$ cat src/rtl/sig_pkg.sv
// Shared fixed-point breakpoints and segment encoding for the PLAN sigmoid pair.
// The forward sigmoid and its inverse must both take their breakpoints from here.
package sig_pkg;

  localparam int SIG_DATA_WIDTH  = 16;
  localparam int SIG_FRACT_WIDTH = 12;

  // Scales the fraction num / 2**log2den into Q(.)fw.
  function automatic int fx(input int num, input int log2den, input int fw);
    return num << (fw - log2den);
  endfunction

  localparam int HALF = fx(1, 1, SIG_FRACT_WIDTH);   // 0.5
  localparam int Q3   = fx(3, 2, SIG_FRACT_WIDTH);   // 0.75
  localparam int B2   = fx(59, 6, SIG_FRACT_WIDTH);  // 0.921875
  localparam int ONE  = fx(1, 0, SIG_FRACT_WIDTH);   // 1.0
  localparam int OFF2 = fx(5, 3, SIG_FRACT_WIDTH);   // 0.625
  localparam int OFF3 = fx(27, 5, SIG_FRACT_WIDTH);  // 0.84375
  localparam int XMAX = fx(5, 0, SIG_FRACT_WIDTH);   // 5.0

  typedef enum logic [1:0] {
    SEG1 = 2'd0,
    SEG2 = 2'd1,
    SEG3 = 2'd2,
    SAT  = 2'd3
  } seg_e;

endpackage

$ cat src/rtl/sig_inv_seg.sv
// Folds a sigmoid value onto the upper half [0.5, 1) and classifies which
// PLAN segment it belongs to. Purely combinational.
module sig_inv_seg
  import sig_pkg::*;
#(
  parameter int DATA_WIDTH  = 16,
  parameter int FRACT_WIDTH = 12
) (
  input  logic signed [DATA_WIDTH-1:0] y,
  output logic        [DATA_WIDTH-1:0] p,
  output logic                         neg,
  output seg_e                         seg
);

  localparam logic signed [DATA_WIDTH:0] HALF_C = (DATA_WIDTH+1)'(fx(1, 1, FRACT_WIDTH));
  localparam logic signed [DATA_WIDTH:0] Q3_C   = (DATA_WIDTH+1)'(fx(3, 2, FRACT_WIDTH));
  localparam logic signed [DATA_WIDTH:0] B2_C   = (DATA_WIDTH+1)'(fx(59, 6, FRACT_WIDTH));
  localparam logic signed [DATA_WIDTH:0] ONE_C  = (DATA_WIDTH+1)'(fx(1, 0, FRACT_WIDTH));

  logic signed [DATA_WIDTH:0] y_ext;
  logic signed [DATA_WIDTH:0] p_ext;

  // One extra bit keeps ONE - y exact for very negative y so it still saturates.
  always_comb begin
    y_ext = {y[DATA_WIDTH-1], y};
    neg   = (y_ext < HALF_C);
    p_ext = neg ? (ONE_C - y_ext) : y_ext;
    if (p_ext >= ONE_C)      seg = SAT;
    else if (p_ext >= B2_C)  seg = SEG3;
    else if (p_ext >= Q3_C)  seg = SEG2;
    else                     seg = SEG1;
    p = p_ext[DATA_WIDTH-1:0];
  end

endmodule

$ cat src/rtl/sig_inv_pipe.sv
// Inverse PLAN sigmoid: three-stage pipeline (fold/classify, subtract,
// scale/clamp/sign) with a single advance enable shared by all stages.
module sig_inv_pipe
  import sig_pkg::*;
#(
  parameter int DATA_WIDTH  = 16,
  parameter int FRACT_WIDTH = 12
) (
  input  logic                         clk,
  input  logic                         rst,
  input  logic                         in_valid,
  output logic                         in_ready,
  input  logic signed [DATA_WIDTH-1:0] Y,
  output logic                         out_valid,
  input  logic                         out_ready,
  output logic signed [DATA_WIDTH-1:0] X,
  output logic                         sat
);

  localparam logic signed [DATA_WIDTH-1:0] HALF_C = DATA_WIDTH'(fx(1, 1, FRACT_WIDTH));
  localparam logic signed [DATA_WIDTH-1:0] OFF2_C = DATA_WIDTH'(fx(5, 3, FRACT_WIDTH));
  localparam logic signed [DATA_WIDTH-1:0] OFF3_C = DATA_WIDTH'(fx(27, 5, FRACT_WIDTH));
  localparam logic signed [DATA_WIDTH-1:0] XMAX_C = DATA_WIDTH'(fx(5, 0, FRACT_WIDTH));

  logic                         adv;
  logic [DATA_WIDTH-1:0]        p;
  logic                         neg;
  seg_e                         seg;

  logic                         s1_valid;
  logic [DATA_WIDTH-1:0]        s1_p;
  logic                         s1_neg;
  seg_e                         s1_seg;

  logic                         s2_valid;
  logic signed [DATA_WIDTH-1:0] s2_d;
  logic                         s2_neg;
  seg_e                         s2_seg;

  logic signed [DATA_WIDTH-1:0] off;
  logic signed [DATA_WIDTH-1:0] d_next;
  logic signed [DATA_WIDTH-1:0] m;
  logic signed [DATA_WIDTH-1:0] x_next;

  assign adv      = !out_valid || out_ready;
  assign in_ready = adv;

  sig_inv_seg #(
    .DATA_WIDTH  (DATA_WIDTH),
    .FRACT_WIDTH (FRACT_WIDTH)
  ) u_seg (
    .y   (Y),
    .p   (p),
    .neg (neg),
    .seg (seg)
  );

  // Saturated samples carry a meaningless difference; the clamp ignores it.
  always_comb begin
    off = HALF_C;
    case (s1_seg)
      SEG2:    off = OFF2_C;
      SEG3:    off = OFF3_C;
      default: off = HALF_C;
    endcase
    d_next = s1_p - off;
  end

  always_comb begin
    m = XMAX_C;
    case (s2_seg)
      SEG1:    m = s2_d <<< 2;
      SEG2:    m = s2_d <<< 3;
      SEG3:    m = s2_d <<< 5;
      default: m = XMAX_C;
    endcase
    x_next = s2_neg ? -m : m;
  end

  always_ff @(posedge clk or negedge rst) begin
    if (!rst) begin
      s1_valid  <= 1'b0;
      s1_p      <= '0;
      s1_neg    <= 1'b0;
      s1_seg    <= SEG1;
      s2_valid  <= 1'b0;
      s2_d      <= '0;
      s2_neg    <= 1'b0;
      s2_seg    <= SEG1;
      out_valid <= 1'b0;
      X         <= '0;
      sat       <= 1'b0;
    end else if (adv) begin
      s1_valid  <= in_valid;
      s1_p      <= p;
      s1_neg    <= neg;
      s1_seg    <= seg;
      s2_valid  <= s1_valid;
      s2_d      <= d_next;
      s2_neg    <= s1_neg;
      s2_seg    <= s1_seg;
      out_valid <= s2_valid;
      X         <= x_next;
      sat       <= (s2_seg == SAT);
    end
  end

endmodule

$ cat config.mk
export PLATFORM = sky130hd
export DESIGN_NAME = sig_inv_pipe
export DESIGN_NICKNAME = d
export VERILOG_FILES = /design/src/rtl/sig_pkg.sv /design/src/rtl/sig_inv_seg.sv /design/src/rtl/sig_inv_pipe.sv
export SDC_FILE = /design/constraint.sdc
export NUM_CORES = 1
export LEC_CHECK = 0
export CAP_MARGIN = 20
export CORE_AREA = 3 3 87 89
export DETAILED_ROUTE_END_ITERATION = 6
export DIE_AREA = 0 0 90 92
export DONT_BUFFER_PORTS = 1
export PLACE_DENSITY_LB_ADDON = 0.15
export SYNTH_ARGS = -nofsm -noshare
export SYNTH_HDL_FRONTEND = slang
export SYNTH_HIERARCHICAL = 1
export SYNTH_SLANG_ARGS = --single-unit
export TNS_END_PERCENT = 30
$ cat constraint.sdc
create_clock -name clk -period 3 [get_ports clk]
set_input_delay 0.6 -clock clk [delete_from_list [all_inputs] [get_ports clk]]
set_output_delay 0.6 -clock clk [all_outputs]
set_load 0.1 [all_outputs]
==> impl_metrics.xml <==
<?xml version="1.0" encoding="UTF-8"?>
<metrics>
  <group name="critical_path">
    <metric name="reg_to_reg_setup_timing_slack" unit="ps">700</metric>
    <metric name="timing.critical_path.buf_inv" unit="">1</metric>
    <metric name="worst-endpoint-required" unit="ps">3180</metric>
    <metric name="timing.critical_path.from_type" unit="">flop</metric>
    <metric name="cpPeakStageDelay" unit="ps">500</metric>
    <metric name="path_max_fanout" unit="">12</metric>
    <metric name="arrival_time_of_data_at_the_critical_path_endpoint" unit="ps">2490</metric>
    <metric name="crit_chain" unit="">buf_4 -&gt; and2b_4 -&gt; o32a_1 -&gt; o41ai_1 -&gt; nand4_1 -&gt; xnor2_1 -&gt; o21ai_1</metric>
    <metric name="end_kind" unit="">flop</metric>
    <metric name="crit_slowest_cell" unit="">dfrtp_1</metric>
    <metric name="timing_worst_setup_path_type" unit="">flop to flop</metric>
    <metric name="crit_family" unit="">compound AO/OA/AOI/OAI gates</metric>
  </group>
  <group name="die">
    <metric name="initial_utilization" unit="%">48.88</metric>
    <metric name="ioPinCount" unit="">39</metric>
    <metric name="coreArea" unit="um2">6832</metric>
    <metric name="dieArea" unit="um2">8280</metric>
    <metric name="die_width" unit="um">90</metric>
    <metric name="die_h" unit="um">92</metric>
    <metric name="row_count" unit="">30</metric>
  </group>
  <group name="sta">
    <metric name="rsz0062_at_grt" unit="">no</metric>
    <metric name="setup_tns" unit="ps">0</metric>
    <metric name="maxClockFrequency" unit="MHz">433.9</metric>
    <metric name="setup-violations-final" unit="">0</metric>
    <metric name="number_of_failing_hold_endpoints_at_the_final_stage" unit="">0</metric>
    <metric name="fin_hold_ws" unit="ps">133.1</metric>
    <metric name="slew_at_the_pin_closest_to_its_max_slew_limit" unit="ps">900.4</metric>
    <metric name="finalCriticalPeriod" unit="ps">2305</metric>
    <metric name="slew_violations" unit="">0</metric>
    <metric name="timing.final.crit_share" unit="%">76.83</metric>
    <metric name="slew_headroom" unit="%">39.97</metric>
    <metric name="finalClockSkew" unit="ps">8.977</metric>
  </group>
  <group name="power">
    <metric name="peakVddDrop" unit="mV">0.2969</metric>
    <metric name="power.leakage" unit="nW">1.571</metric>
    <metric name="pwr_density_cell" unit="nW/um2">1117</metric>
  </group>
  <group name="global_route">
    <metric name="antenna_found_initial" unit="">0</metric>
    <metric name="grt_pass1_vias" unit="">2486</metric>
    <metric name="grt_start_max_net_pins" unit="">53</metric>
    <metric name="grt.total_usage" unit="%">16.18</metric>
    <metric name="grt_pass1_wl" unit="mm">11.12</metric>
    <metric name="grt.overflow.total" unit="">0</metric>
  </group>
  <group name="routing">
    <metric name="detail_route.iter0.violations" unit="">95</metric>
    <metric name="route.detailed.vias_per_inst" unit="">5.233</metric>
    <metric name="ant_nets" unit="">0</metric>
    <metric name="route.detailed.drc" unit="">0</metric>
    <metric name="dr_total_vias" unit="">2475</metric>
    <metric name="detail_route.wirelength" unit="mm">6.230</metric>
    <metric name="wire_per_inst" unit="um">13.17</metric>
    <metric name="first_pass_drt_iterations" unit="">4</metric>
  </group>
  <group name="cts">
    <metric name="clock_tree_root_buffer_cell" unit="">clkbuf_8</metric>
    <metric name="clock_tree_from_tritoncts" unit="">done</metric>
    <metric name="sinks_on_clock_net" unit="">52</metric>
    <metric name="worst_skew_pair.late_latency" unit="ps">310</metric>
    <metric name="cts-root-to-sink-buffers" unit="">2</metric>
    <metric name="clk_transition_reported_paths" unit="ps">100</metric>
    <metric name="cts_made_buffers" unit="">5</metric>
    <metric name="number_of_h_tree_branching_levels" unit="">2</metric>
  </group>
  <group name="layout">
    <metric name="top_library_cells_by_usage_in_the_layout_fill_and_taps_aside" unit="">nand2_1 (105), dfrtp_1 (52), xnor2_1 (22), o21ai_0 (17), nor2_1 (15)</metric>
    <metric name="syn_to_final_growth" unit="%">5.283</metric>
    <metric name="multi_input_gate_area" unit="um2">1847</metric>
    <metric name="nFillCells" unit="">686</metric>
    <metric name="layout_nets" unit="">404</metric>
    <metric name="commonest_non_fill_non_tap_cell_in_the_layout" unit="">nand2_1</metric>
    <metric name="antenna_cells" unit="">0</metric>
    <metric name="layout-drive-gt1-share" unit="%">10.34</metric>
    <metric name="register_area" unit="um2">1301</metric>
  </group>
  <group name="placed_design">
    <metric name="routabilityCongestion" unit="">0.8676</metric>
    <metric name="port_buffers" unit="">0</metric>
    <metric name="dp_hpwl" unit="mm">4.586</metric>
  </group>
  <group name="worst_hold_path">
    <metric name="hold_path_class" unit="">primary input to async pin</metric>
  </group>
  <group name="yosys">
    <metric name="synth_area" unit="um2">3339</metric>
    <metric name="instance_count_of_the_mapped_netlist" unit="">383</metric>
    <metric name="avgSynthCellArea" unit="um2">8.719</metric>
    <metric name="yosys_warnings" unit="">6</metric>
  </group>
  <group name="run">
    <metric name="max_cap_violations" unit="">0</metric>
  </group>
  <group name="status">
    <metric name="status" unit="">complete, no violations</metric>
  </group>
</metrics>
-- worst paths after layout --
path                                       start               endpoint  cells after the start
setup reg to reg           s2_seg[0]$_DFFE_PN0P_      X[15]$_DFFE_PN0P_                      7
setup / recovery           s2_seg[0]$_DFFE_PN0P_      X[15]$_DFFE_PN0P_                      7
hold reg to reg             s2_valid$_DFFE_PN0P_  out_valid$_DFFE_PN0P_                      1
max in group asynchronous                    rst   s1_p[11]$_DFFE_PN0P_                      1
hold / removal                               rst     s2_neg$_DFFE_PN0P_                      1
min in group clk                        in_valid   s1_valid$_DFFE_PN0P_                      2
-- what timing repair did --
item                                    in CTS  in global routing
endpoints found under the setup margin       0                  0
endpoints found under the hold margin       52                  0
hold buffers                                 1                  0
buffers inserted                             0                  0
resized for setup                            0                  0
-- routing by layer --
| metal | vias up | part of all wire [%] | GRT usage (%) |
|---|---|---|---|
| met5 | - | 0 | 0 |
| met4 | 0 | 2.2 | 6.888 |
| met3 | 13 | 3.4 | 3.692 |
| met2 | 50 | 49 | 28.44 |
| met1 | 1126 | 45 | 18.96 |
| li1 | 1286 | - | - |
-- per-stage QoR --
step | cells | total power, mW | cell area, um2 | setup WS [ps] | util, %
4_1_cts | 473 | 3.981 | 3516 | 705.8 | 51.47
5_1_grt | 473 | 4.242 | 3516 | 560.3 | 51.47
3_5_place_dp | 464 | 3.451 | 3369 | 557.1 | 49.32
2_1_floorplan | 384 | 3.221 | 3343 | 148.4 | -
3_3_place_gp | 464 | 3.419 | 3369 | 590.2 | 49.32
6_report | 473 | 3.928 | 3516 | 695.1 | 51.47
-- sequential cells by signal, summed over array words and instances, names as in the netlist --
register   flops
s2_seg         2
s1_seg         2
X             14
s1_valid       1
out_valid      1
s2_valid       1
s1_p          14
s2_d          14
s1_neg         1
sat            1
s2_neg         1
-- power by group --
| group | internal [mW] | switching [mW] | total, mW |
|---|---|---|---|
| logic | 0.686 | 0.878 | 1.56 |
| clock network | 0.257 | 0.243 | 0.500 |
| registers | 0.961 | 0.903 | 1.86 |
-- area by class of cell --
class	instances	share of cell area, %
multi-input combinational	296	52.53
inverter	13	1.388
clock buffer	5	1.957
sequential	52	37.01
tap	96	3.416
timing repair buffer	8	2.278
clock inverter	3	1.423
No activity file was read; power rests on OpenSTA's default activity.
